==> src/rtl/mpu_wb.sv <==
// ============================================================================
// mpu_wb
// ----------------------------------------------------------------------------
// Writeback stage of the MPU datapath. Lane-positioned ALU results are merged
// into an NREG x 64-bit register file with a read-modify-write that touches
// only the addressed lane. Two registered read ports, each with a bypass from
// a write in the same cycle, feed the ALU. A sequential clear engine zeroes
// the file after reset or on a clear request.
//
// Ports:
//   sys_clk, sys_rst     clock, synchronous active-high reset
//   clr                  one-cycle request to zero the register file
//   busy                 clear engine running
//   wb_valid / wb_ready  writeback handshake
//   wb_addr/size/sel     destination register, lane size, lane index
//   wb_data              result already shifted into lane position
//   r0_addr / r0_data    read port 0 (one-cycle latency)
//   r1_addr / r1_data    read port 1 (one-cycle latency)
//   wr_count             saturating count of accepted writebacks
//
// Revision: 1.0  initial release
// ============================================================================
`default_nettype none

module mpu_wb #(
  parameter int NREG = 8
) (
  input  logic                     sys_clk,
  input  logic                     sys_rst,
  input  logic                     clr,
  output logic                     busy,
  input  logic                     wb_valid,
  output logic                     wb_ready,
  input  logic [$clog2(NREG)-1:0]  wb_addr,
  input  logic [1:0]               wb_size,
  input  logic [2:0]               wb_sel,
  input  logic [63:0]              wb_data,
  input  logic [$clog2(NREG)-1:0]  r0_addr,
  output logic [63:0]              r0_data,
  input  logic [$clog2(NREG)-1:0]  r1_addr,
  output logic [63:0]              r1_data,
  output logic [15:0]              wr_count
);

  localparam int AW = $clog2(NREG);
  localparam logic [AW-1:0] C_LAST = AW'(NREG - 1);

  typedef enum logic [0:0] {
    ST_IDLE  = 1'b0,
    ST_CLEAR = 1'b1
  } state_t;

  state_t         r_state;
  logic [AW-1:0]  r_cnt;
  logic           r_busy;
  logic [15:0]    r_wr_count;
  logic [63:0]    r_regs [NREG];
  logic [63:0]    r_rd0;
  logic [63:0]    r_rd1;

  logic           w_accept;
  logic [11:0]    w_off_full;
  logic [5:0]     w_off;
  logic [63:0]    w_base;
  logic [63:0]    w_lmask;
  logic [63:0]    w_merged;
  logic           w_zero_rd;

  assign busy     = r_busy;
  assign wb_ready = ~r_busy & ~clr;
  assign w_accept = wb_valid & wb_ready;
  assign wr_count = r_wr_count;
  assign r0_data  = r_rd0;
  assign r1_data  = r_rd1;

  // Lane offset is sel * (8 << size) taken modulo 64; a qword lane therefore
  // always lands at offset 0 and a dword with sel 2 wraps back to the bottom.
  always_comb begin
    w_off_full = {6'd0, wb_sel, 3'b000} << wb_size;
    w_off      = w_off_full[5:0];
    case (wb_size)
      2'd0:    w_base = 64'h0000_0000_0000_00ff;
      2'd1:    w_base = 64'h0000_0000_0000_ffff;
      2'd2:    w_base = 64'h0000_0000_ffff_ffff;
      default: w_base = 64'hffff_ffff_ffff_ffff;
    endcase
    w_lmask  = w_base << w_off;
    w_merged = (r_regs[wb_addr] & ~w_lmask) | (wb_data & w_lmask);
  end

  // Reads return zero whenever the file is being (or about to be) cleared;
  // once the engine finishes every entry is zero, so this is also correct
  // for a read issued during the final clear cycle.
  assign w_zero_rd = sys_rst | r_busy | clr;

  always_ff @(posedge sys_clk) begin
    if (sys_rst) begin
      r_state    <= ST_CLEAR;
      r_busy     <= 1'b1;
      r_cnt      <= '0;
      r_wr_count <= '0;
    end else begin
      case (r_state)
        ST_IDLE: begin
          if (clr) begin
            r_state    <= ST_CLEAR;
            r_busy     <= 1'b1;
            r_cnt      <= '0;
            r_wr_count <= '0;
          end else if (w_accept && (r_wr_count != 16'hffff)) begin
            r_wr_count <= r_wr_count + 16'd1;
          end
        end
        ST_CLEAR: begin
          if (clr) begin
            r_cnt      <= '0;
            r_wr_count <= '0;
          end else if (r_cnt == C_LAST) begin
            r_state <= ST_IDLE;
            r_busy  <= 1'b0;
            r_cnt   <= '0;
          end else begin
            r_cnt <= r_cnt + 1'b1;
          end
        end
        default: begin
          r_state <= ST_CLEAR;
          r_busy  <= 1'b1;
          r_cnt   <= '0;
        end
      endcase
    end
  end

  // Register file: the clear engine has priority; writeback is blocked
  // while busy anyway because wb_ready is low.
  always_ff @(posedge sys_clk) begin
    if (r_busy && !sys_rst) begin
      r_regs[r_cnt] <= '0;
    end else if (w_accept && !sys_rst) begin
      r_regs[wb_addr] <= w_merged;
    end
  end

  // Registered read ports with same-cycle write bypass.
  always_ff @(posedge sys_clk) begin
    if (w_zero_rd) begin
      r_rd0 <= '0;
      r_rd1 <= '0;
    end else begin
      r_rd0 <= (w_accept && (wb_addr == r0_addr)) ? w_merged : r_regs[r0_addr];
      r_rd1 <= (w_accept && (wb_addr == r1_addr)) ? w_merged : r_regs[r1_addr];
    end
  end

endmodule

`default_nettype wire

==> config.mk <==
export PLATFORM = sky130hd
export DESIGN_NAME = mpu_wb
export DESIGN_NICKNAME = d
export VERILOG_FILES = /design/src/rtl/mpu_wb.sv
export SDC_FILE = /design/constraint.sdc
export NUM_CORES = 1
export LEC_CHECK = 0
export BUFFER_PORTS_ARGS = -buffer_cell sky130_fd_sc_hd__buf_2
export CORE_ASPECT_RATIO = 1.1
export CORE_MARGIN = 2
export CORE_UTILIZATION = 61
export CTS_CLUSTER_SIZE = 14
export DETAILED_ROUTE_END_ITERATION = 8
export GPL_ROUTABILITY_DRIVEN = 0
export PLACE_DENSITY = 0.92
export SYNTH_ARGS = -nofsm -noshare
export SYNTH_HDL_FRONTEND = slang
export SYNTH_SLANG_ARGS = --single-unit
export TNS_END_PERCENT = 50
==> constraint.sdc <==
create_clock -name sys_clk -period 5.86 [get_ports sys_clk]
set_input_delay 0.293 -clock sys_clk [delete_from_list [all_inputs] [get_ports sys_clk]]
set_output_delay 0.293 -clock sys_clk [all_outputs]
set_load 0.05 [all_outputs]
==> results of run 1 <==
## layer usage
layer / wire, um / up-vias
li1: - / 9063
met1: 31220 / 11340
met2: 46410 / 1881
met3: 10650 / 495
met4: 6702 / 0
met5: 0 / -
## sequential cells by signal, indices dropped and copies added, names as in the netlist
signal and cells:
r_state 1, r1_data 64, wr_count 16, r_cnt 3, busy 1, r_regs 512, r0_data 64
## layout make-up
type	instances	area, sq um	area share
Sequential cell	661	18360	0.4875
Clock buffer	92	1873	0.04974
Clock inverter	27	230.2	0.006114
Inverter	38	142.6	0.003788
Antenna cell	4	10.01	0.0002658
Multi-Input combinational cell	1280	14610	0.3879
Timing Repair Buffer	265	1514	0.04021
Tap cell	736	920.9	0.02446
## synth_stat cells (2+ instances only)
cell type / n
mux4_2: 256
and2_1: 2
a22oi_1: 128
inv_1: 37
a32oi_1: 33
nand2b_1: 9
nor3_1: 9
mux2_4: 54
nor2b_1: 8
mux2i_1: 388
mux2_2: 68
or3_1: 4
and4_1: 4
dfxtp_1: 149
a32o_1: 23
xnor2_1: 13
edfxtp_1: 512
a21oi_1: 14
xor2_1: 6
a2111oi_0: 2
or2_2: 2
ha_1: 3
nand4_1: 6
o21ai_0: 7
a2111oi_2: 2
buf_6: 6
nor4_1: 2
clkbuf_1: 98
o22ai_1: 3
mux2_1: 8
buf_2: 16
and3_1: 6
o21a_1: 3
nor3b_1: 3
nand3_1: 3
nor2_1: 96
nand2_1: 84
a31oi_1: 2
o2bb2ai_1: 8
buf_1: 57
nor4b_1: 7
## metrics by stage
step / total power, mW / std cells / util
2_1_floorplan: 5.723 / 2156 / -
3_3_place_gp: 5.910 / 2977 / 0.6489
3_5_place_dp: 5.938 / 2977 / 0.6489
4_1_cts: 10.02 / 3099 / 0.6878
5_1_grt: 10.23 / 3103 / 0.6880
6_report: 10.02 / 3103 / 0.6880
## kinds of logic after synthesis
| group | Yosys count | share of synthesized area |
|---|---|---|
| DFF | 661 | 0.5444 |
| and+or+nand+nor | 251 | 0.03417 |
| xor gates and xnor gates | 19 | 0.004935 |
| buffers and inverters | 215 | 0.02586 |
| muxes | 774 | 0.3356 |
| adders and majority gates | 3 | 0.001113 |
| AOI/OAI and AO/OA | 233 | 0.05399 |
## path summary, 6_finish.rpt
| kind | to | start | cells after the start |
|---|---|---|---|
| hold reg to reg | wr_count[13] | wr_count[13] | 2 |
| hold / removal | r0_data[29] | wb_data[29] | 3 |
| setup reg to reg | r0_data[61] | busy | 6 |
| setup / recovery | r0_data[61] | busy | 6 |
## critical path: stages, from the launching register on
cell	delay [ps]
dfxtp_1	450
nor4b_2	1050
mux2_2	440
o22ai_1	160
or3_4	640
buf_4	830
mux2_4	350
## repair_timing
| item | 4_1_cts | 5_1_grt |
|---|---|---|
| endpoints found under the hold margin | 4 | 0 |
| endpoints found under the setup margin | 0 | 0 |
| gates resized for setup | 0 | 0 |
| hold buffers | 3 | 0 |
## power by group through the flow
stage | combinational, mW | clock, mW | sequential, mW
floorplan | 0.566 | 0 | 5.16
global placement | 0.754 | 0 | 5.16
detailed placement | 0.774 | 0 | 5.16
CTS | 0.785 | 4.17 | 5.06
global route | 0.828 | 4.34 | 5.07
finish | 0.798 | 4.16 | 5.07
==> summary.md, run 1 <==
| Metric | Value |
|---|---|
| Clk network pwr share | 0.415 |
| Fillcell total | ~3400 |
| Setup WS pre-CTS | roughly 1900 ps |
| Cell variety after synth | between 50 and 60 |
| Busiest layer in global routing | met2 |
| Syn_nets | 2241 |
| Root Driver | clkbuf_16 |
| Setup TNS | 0 ps |
| Number of synthesis warnings | 0 |
| Final period util | 0.6950 |
| Die Y | approximately 250 um |
| Post-synth EDFFs | around 500 |
| CTS tree | yes |
| Via count | between 20000 and 25000 |
| Commonest cells after routing, fill and taps aside | edfxtp_1 (512), mux2i_1 (388), mux4_2 (256) |
| Die area | between 50000 and 60000 sq um |
| Final nets | ~2400 |
| # DRC | 0 |
| Layout cells sized above 1 | 0.3220 |
| Req. time, crit path | approximately 6300 ps |
| First-pass DRT Iterations | 6 |
| Num CTS Buffers | 66 |
| Antenna violations before repair | 4 |
| Fmax | around 0.25 GHz |
| Switching share of power | 0.2251 |
| DR WL/cell | ~31 um |
| DR iter-0 viols | around 2900 |
| CP Capture Type | register |
| Post-CTS Setup Bufs | 0 |
| Final Hold Viols | 0 |
| Status | finished clean |
| Worst hold slack | a little over 8 ps |
| Largest fanout on the critical path | 35 |
| Core area | 54730 sq um |
| Sequential share of the synthesized area | 0.5444 |
| GR Util met1 | 0.3881 |
| RSZ-0062 raised after global routing | no |
| Sequential share of power | 0.506 |
| Clk slew on worst S/H paths | ~60 ps |
| Yosys top cell by area | edfxtp_1 |
| Num ports | between 200 and 250 |
| Internal power | about 7.8 mW |
| Min Tclk post-route | roughly 4000 ps |
| Clock Latency Late Sink | 610 ps |
| Async S/R FF share, synth | 0 |
| #FFs+latches synth | approximately 660 |
| Layout area overhead | 11.66% |
| Setup Crit Path Kind | reg -> reg |
| Final WL | around 95000 um |
| Avg Inst Size Synth | between 15 and 20 sq um |
| Port-buffer cells | around 230 |
| Largest net degree at the start of global routing | slightly above 100 |
| Longest Clk Path Bufs | 3 |
| R2r setup slk | 1790 ps |
| Post-route design area | 37650 sq um |
| Starting density of the core | 0.6162 |
| Slew HR | 0.1308 |
| Slew @ Worst Pin | about 1300 ps |
| Sw Pwr | roughly 2.3 mW |
| Ys flop type | edfxtp_1 |
| DP HPWL | roughly 54000 um |
| Power Density | about 270 nW/um^2 |
| Max capacitance violation total | 0 |
| Met3 Resource Use GR | 0.06580 |
| Worst hold path type | in -> reg |
| Pleak | about 15 nW |
| Mapped cell area | between 30000 and 40000 sq um |
| Overall Global Routing Usage | 0.3277 |
| Total gr overflow | 0 |
| M2 GR Usage | 0.5365 |
| Mapped Cells | 2156 |
| Comb pwr share | 0.080 |
| Number of global-route vias before repair | 24040 |
| Chip Width | roughly 230 um |
| DR vias/cell | around 7.3 |
| First-pass GRT wire length | roughly 140000 um |
| Startpoint type of the worst setup path | register |
| Synth area leaders | edfxtp_1 (46%), mux4_2 (17%), mux2i_1 (12%) |
| Final setup fails | 0 |
| Peak supply drop | 0.2844 mV |
| Commonest non-fill, non-tap cell in the layout | edfxtp_1 |
| Slew Limit Fails | 0 |
| Final worst-path setup slack | 1788 ps |
| Placement Cell Area | around 36000 sq um |
| Placement Rows | 90 |
| H-tree Lvls | 3 |
| Clock Skews | between 20 and 25 ps |
| Top cell type's share of synthesized area | 0.4559 |
| Post-DRT Antenna Nets | 0 |
| Worst Path Arrival | between 4000 and 5000 ps |
| Clock Sink Count | around 660 |
No activity file was read; power rests on OpenSTA's default activity.
==> run 2: changes to the inputs <==
--- a/config.mk
+++ b/config.mk
@@ -8,11 +8,11 @@
 export BUFFER_PORTS_ARGS = -buffer_cell sky130_fd_sc_hd__buf_2
 export CORE_ASPECT_RATIO = 1.1
 export CORE_MARGIN = 2
-export CORE_UTILIZATION = 61
+export CORE_UTILIZATION = 55
 export CTS_CLUSTER_SIZE = 14
 export DETAILED_ROUTE_END_ITERATION = 8
 export GPL_ROUTABILITY_DRIVEN = 0
-export PLACE_DENSITY = 0.92
+export PLACE_DENSITY = 0.88
 export SYNTH_ARGS = -nofsm -noshare
 export SYNTH_HDL_FRONTEND = slang
 export SYNTH_SLANG_ARGS = --single-unit
==> constraint.sdc (replaced) <==
create_clock -name sys_clk -period 3.35 [get_ports sys_clk]
set_input_delay 0.1675 -clock sys_clk [delete_from_list [all_inputs] [get_ports sys_clk]]
set_output_delay 0.1675 -clock sys_clk [all_outputs]
set_load 0.05 [all_outputs]
==> summary.md, run 2 (synthesized netlist as in run 1, its figures left out) <==
| Metric | Value |
|---|---|
| Commonest non-fill, non-tap cell in the layout | edfxtp_1 (unchanged) |
| R2R depth | 6 (unchanged) |
| Post-CTS Setup Bufs | 0 (unchanged) |
| Starting density of the core | 0.5541 (was 0.6162) |
| Antenna violations before repair | 5 (was 4) |
| Setup WS pre-CTS | 398.3 ps (was 1863 ps) |
| CTS tree | yes (unchanged) |
| Final worst-path setup slack | 281.5 ps (was 1788 ps) |
| Worst hold path type | in -> reg (unchanged) |
| Pleak | 15.38 nW (was 15.02 nW) |
| Slew Limit Fails | 0 (unchanged) |
| Clock Latency Late Sink | 620 ps (was 610 ps) |
| FF-to-FF End | r_regs[2][42] (was r0_data[61]) |
| Commonest cells after routing, fill and taps aside | edfxtp_1 (512), mux2i_1 (388), mux4_2 (256) (unchanged) |
| Crit path max-delay family | simple AND/OR/NAND/NOR gates (unchanged) |
| Req. time, crit path | 3660 ps (was 6340 ps) |
| Final setup fails | 0 (unchanged) |
| Fillcell total | 4230 (was 3441) |
| Finished Layout Cells | 3247 (was 3103) |
| Worst hold slack | 38.12 ps (was 8.080 ps) |
| Longest Clk Path Bufs | 3 (unchanged) |
| First-pass GRT wire length | 141100 um (was 140800 um) |
| Final period util | 0.9160 (was 0.6950) |
| Peak supply drop | 0.3784 mV (was 0.2844 mV) |
| Largest fanout on the critical path | 26 (was 35) |
| Placement Cell Area | 36000 sq um (was 35510 sq um) |
| Worst Path Arrival | 3380 ps (was 4560 ps) |
| Die Y | 263.7 um (was 250.6 um) |
| Switching share of power | 0.2211 (was 0.2251) |
| Multi-input gate area | 14610 sq um (unchanged) |
| Layout area overhead | 14.36% (was 11.66%) |
| Setup Crit Path Kind | reg -> reg (unchanged) |
| Slew HR | 0.2348 (was 0.1308) |
| Startpoint type of the worst setup path | register (unchanged) |
| Via count | 22480 (was 22780) |
| DR vias/cell | 6.924 (was 7.342) |
| Chip Width | 240.1 um (was 228.2 um) |
| CP Capture Type | register (unchanged) |
| H-tree Lvls | 3 (unchanged) |
| Status | finished clean (unchanged) |
| Layout cells sized above 1 | 0.3230 (was 0.3220) |
| Num CTS Buffers | 67 (was 66) |
| RSZ-0062 raised after global routing | no (unchanged) |
| RR Startpoint | busy (unchanged) |
| CP cell instances | or4b_1 -> buf_4 -> and3_1 -> a21oi_1 -> nor2_4 -> buf_4 (was nor4b_2 -> mux2_2 -> o22ai_1 -> or3_4 -> buf_4 -> mux2_4) |
| R2r setup slk | 280 ps (was 1790 ps) |
| Largest net degree at the start of global routing | 129 (was 101) |
| Setup crit end | r_regs[2][42] (was r0_data[61]) |
| Placement Rows | 95 (was 90) |
| Hold Buf Count CTS | 34 (was 3) |
| Final Util | 0.6337 (was 0.6880) |
| Overall Power | 17.88 mW (was 10.02 mW) |
| Fmax | 0.3259 GHz (was 0.2456 GHz) |
| Sw Pwr | 3.954 mW (was 2.256 mW) |
| Highest cell delay on the worst timing path | 890 ps (was 1050 ps) |
| Hold Path Origin | wb_data[23] (was wb_data[29]) |
| Number of global-route vias before repair | 23610 (was 24040) |
| Most frequent cell on the critical path | buf_4 |
| Comb pwr share | 0.081 (was 0.080) |
| Slew @ Worst Pin | 1148 ps (was 1301 ps) |
| Final WL | 95070 um (was 94980 um) |
| # resized after CTS | 0 (unchanged) |
| First-pass DRT Iterations | 6 (unchanged) |
| Internal power | 13.93 mW (was 7.767 mW) |
| Post-DRT Antenna Nets | 0 (unchanged) |
| Final Hold Viols | 0 (unchanged) |
| Sequential share of power | 0.496 (was 0.506) |
| Hold path depth | 3 (unchanged) |
| Core area | 60860 sq um (was 54730 sq um) |
| Slowest stage cell, crit path | nor2_4 (was nor4b_2) |
| Placed Cells | 3086 (was 2977) |
| Die area | 63310 sq um (was 57180 sq um) |
| CP Buf/Inv Count | 2 (was 1) |
| Max capacitance violation total | 0 (unchanged) |
| DR WL/cell | 29.28 um (was 30.61 um) |
| # DRC | 0 (unchanged) |
| Clock Skews | 22.79 ps (was 24.50 ps) |
| Post-route design area | 38560 sq um (was 37650 sq um) |
| Worst setup path start | busy (unchanged) |
| Min Tclk post-route | 3069 ps (was 4072 ps) |
| Root Driver | clkbuf_16 (unchanged) |
| Final nets | 2450 (was 2397) |
| Total gr overflow | 0 (unchanged) |
| Num ports | 228 (unchanged) |
| Max reg flops | 512 (unchanged) |
| Overall Global Routing Usage | 0.2988 (was 0.3277) |
| Register area | 18360 sq um (unchanged) |
| Biggest register | r_regs (unchanged) |
| DP HPWL | 53500 um (was 53560 um) |
| Setup TNS | 0 ps (unchanged) |
| Power Density | 463.6 nW/um^2 (was 266.2 nW/um^2) |
| Clk slew on worst S/H paths | 60 ps (about the same) |
| Clk network pwr share | 0.423 (was 0.415) |
| DR iter-0 viols | 2824 (was 2893) |
| Critical path depth in cells | 6 (unchanged) |
| Port-buffer cells | 227 (unchanged) |
| Clock Sink Count | 661 (unchanged) |
==> run 2: cell types whose count changed in the layout (fill, tap and decap cells not counted), moves of 3 or more <==
cell	previous run	this run
buf_12	3	21
buf_4	34	37
clkinv_2	12	9
dlygate4sd3_1	3	34
==> run 2: worst min-delay path by stage <==
stage / endpoint / slack [ps]
floorplan: busy / 270
global placement: r0_data[28] / 480
detailed placement: r0_data[27] / 500
CTS: r1_data[23] / 0.9
global route: r0_data[23] / 80
finish: r1_data[23] / 40
==> run 2: area by class of cell <==
class / count / area share
multi-input cells: 1280 / 0.3787
clock buffers: 98 / 0.05078
flip-flops and latches: 661 / 0.4760
repair buffers: 317 / 0.05723
inverters: 38 / 0.003699
diodes: 5 / 0.0003245
well taps: 824 / 0.02674
clock inverters: 24 / 0.006457
==> run 2: worst reg2reg max path, cell delays in order (launching register included) <==
cell	delay, ps
dfxtp_1	650
or4b_1	310
buf_4	220
and3_1	170
a21oi_1	90
nor2_4	890
buf_4	430
==> run 2: metal layers <==
layer	wire length (um)	vias to the layer above	GRT usage
met2	47220	1564	0.5004
li1	-	9177	-
met5	0	-	0
met3	9593	419	0.05193
met1	32120	11320	0.3578
met4	6136	0	0.1907
==> run 2: power by group through the flow <==
stage | combinational [mW] | clock, mW | sequential (mW)
6_report | 1.45 | 7.57 | 8.86
5_1_grt | 1.51 | 7.92 | 8.86
4_1_cts | 1.43 | 7.63 | 8.86
3_5_place_dp | 1.39 | 0 | 9.03
3_3_place_gp | 1.36 | 0 | 9.02
2_1_floorplan | 0.992 | 0 | 9.02
==> run 3: changes to the inputs <==
--- a/config.mk
+++ b/config.mk
@@ -12,7 +12,7 @@
 export CTS_CLUSTER_SIZE = 14
 export DETAILED_ROUTE_END_ITERATION = 8
 export GPL_ROUTABILITY_DRIVEN = 0
-export PLACE_DENSITY = 0.88
+export PLACE_DENSITY = 0.77
 export SYNTH_ARGS = -nofsm -noshare
 export SYNTH_HDL_FRONTEND = slang
 export SYNTH_SLANG_ARGS = --single-unit
==> summary.md, run 3 (synthesized netlist as in run 1, its figures left out) <==
| Metric | Value |
|---|---|
| Largest net degree at the start of global routing | 129 (unchanged) |
| DR vias/cell | 6.732 (was 6.924) |
| Post-CTS Setup Bufs | 0 (unchanged) |
| CTS tree | yes (unchanged) |
| Status | finished clean (unchanged) |
| DP HPWL | 51880 um (was 53500 um) |
| Total gr overflow | 0 (unchanged) |
| Placement Rows | 95 (unchanged) |
| Met3 routed WL | 8927 um (was 9593 um) |
| Final Util | 0.6349 (was 0.6337) |
| Final WL | 91260 um (was 95070 um) |
| DR top layer | met5 (was met4) |
| Clock Skews | 28.26 ps (was 22.79 ps) |
| Biggest register | r_regs (unchanged) |
| Layout area overhead | 14.58% (was 14.36%) |
| Fmax | 0.3253 GHz (was 0.3259 GHz) |
| Req. time, crit path | 3620 ps (was 3660 ps) |
| Multi-input gate area | 14610 sq um (unchanged) |
| RR Startpoint | busy (unchanged) |
| Slew HR | 0.3053 (was 0.2348) |
| Final nets | 2452 (was 2450) |
| Worst hold path type | in -> reg (unchanged) |
| Fillcell total | 4428 (was 4230) |
| DR WL/cell | 28.04 um (was 29.28 um) |
| Worst Path Arrival | 3350 ps (was 3380 ps) |
| Port-buffer cells | 227 (unchanged) |
| Highest cell delay on the worst timing path | 860 ps (was 890 ps) |
| First-pass GRT wire length | 136000 um (was 141100 um) |
| Register area | 18360 sq um (unchanged) |
| Commonest cells after routing, fill and taps aside | edfxtp_1 (512), mux2i_1 (388), mux4_2 (256) (unchanged) |
| Die Y | 263.7 um (unchanged) |
| Longest Clk Path Bufs | 3 (unchanged) |
| Slowest stage cell, crit path | nor2_4 (unchanged) |
| DR iter-0 viols | 2690 (was 2824) |
| CP Capture Type | register (unchanged) |
| Final setup fails | 0 (unchanged) |
| Setup TNS | 0 ps (unchanged) |
| Via count | 21910 (was 22480) |
| Largest fanout on the critical path | 41 (was 26) |
| Overall Global Routing Usage | 0.2885 (was 0.2988) |
| Antenna violations before repair | 8 (was 5) |
| Power Density | 469.0 nW/um^2 (was 463.6 nW/um^2) |
| Final worst-path setup slack | 276.1 ps (was 281.5 ps) |
| Min Tclk post-route | 3074 ps (was 3069 ps) |
| Worst setup path start | busy (unchanged) |
| Num ports | 228 (unchanged) |
| Clk slew on worst S/H paths | 70 ps (was 60 ps) |
| Die area | 63310 sq um (unchanged) |
| Final Hold Viols | 0 (unchanged) |
| Pleak | 15.42 nW (was 15.38 nW) |
| Slew @ Worst Pin | 1040 ps (was 1148 ps) |
| Post-DRT Antenna Nets | 0 (unchanged) |
| Clock Latency Late Sink | 630 ps (was 620 ps) |
| Starting density of the core | 0.5541 (unchanged) |
| Hold Path Origin | wb_data[42] (was wb_data[23]) |
| Root Driver | clkbuf_16 (unchanged) |
| Max reg flops | 512 (unchanged) |
| Final period util | 0.9176 (was 0.9160) |
| H-tree Lvls | 3 (unchanged) |
| Overall Power | 18.12 mW (was 17.88 mW) |
| Setup WS pre-CTS | 367.3 ps (was 398.3 ps) |
| # DRC | 0 (unchanged) |
| Peak supply drop | 0.3320 mV (was 0.3784 mV) |
| Num CTS Buffers | 70 (was 67) |
| Setup Crit Path Kind | reg -> reg (unchanged) |
| Number of global-route vias before repair | 22330 (was 23610) |
| Crit path max-delay family | simple AND/OR/NAND/NOR gates (unchanged) |
| Core area | 60860 sq um (unchanged) |
| Met2 WL | 45260 um (was 47220 um) |
| # resized after CTS | 0 (unchanged) |
| Commonest non-fill, non-tap cell in the layout | edfxtp_1 (unchanged) |
| Startpoint type of the worst setup path | register (unchanged) |
| Layout cells sized above 1 | 0.3262 (was 0.3230) |
| RSZ-0062 raised after global routing | no (unchanged) |
| CP Buf/Inv Count | 2 (unchanged) |
| First-pass DRT Iterations | 6 (unchanged) |
| Slew Limit Fails | 0 (unchanged) |
| CP cell instances | or4b_1 -> buf_4 -> and3_1 -> a21oi_1 -> nor2_4 -> buf_12 (was or4b_1 -> buf_4 -> and3_1 -> a21oi_1 -> nor2_4 -> buf_4) |
| Max capacitance violation total | 0 (unchanged) |
| Chip Width | 240.1 um (unchanged) |
| M1 wire length | 33400 um (was 32120 um) |
| Clock Sink Count | 661 (unchanged) |
-- run 3: cell types whose count changed in the layout (fill, tap and decap cells not counted), sizes merged --
cell / before / now
dlygate4sd3: 34 / 35
inv: 38 / 41
buf: 283 / 281
clkbuf: 98 / 95
clkinv: 16 / 23
bufinv: 5 / 6
-- run 3: worst paths after layout --
path,to,slack [ps],cells after the start
min,r_regs[6][42],120,2
max reg2reg,r_regs[2][57],280,6
min reg2reg,wr_count[6],550,2
max,r_regs[2][57],280,6
-- run 3: timing repair --
action	CTS	global route
hold endpoints to repair	66	0
hold buffers	35	0
setup endpoints to repair	0	0
-- run 3: layer usage --
metal  vias to the layer above  GRT usage
met1                     11210     0.3773
met4                         6     0.1252
met3                       229    0.04566
met2                      1275     0.4797
li1                       9187          -
met5                         -          0
-- run 3: power by group --
part	internal, mW	switching [mW]
clock	4.57	3.25
sequential	8.81	0.0504
combinational	0.673	0.768
-- run 3: stage by stage --
step                      cell area (sq um)  cells  hold WS (ps)
after floorplan                       33740   2156         269.0
after global placement                35980   3084         489.4
after detailed placement              35980   3084         495.0
after CTS                             38630   3249         113.4
after global routing                  38630   3250         172.9
final                                 38640   3254         119.5
-- run 3: worst reg2reg max path: stages (launching register included) --
cell	delay, ps
dfxtp_1	630
or4b_1	290
buf_4	230
and3_1	170
a21oi_1	90
nor2_4	860
buf_12	390
-- run 3: area by class of cell --
cell class / count / share of cell area
sequential: 661 / 0.4751
inverter: 38 / 0.003691
antenna: 5 / 0.0003238
tap: 824 / 0.02668
timing repair buffer: 316 / 0.05667
clock buffer: 95 / 0.05045
multi-input combinational: 1280 / 0.3780
clock inverter: 35 / 0.009099
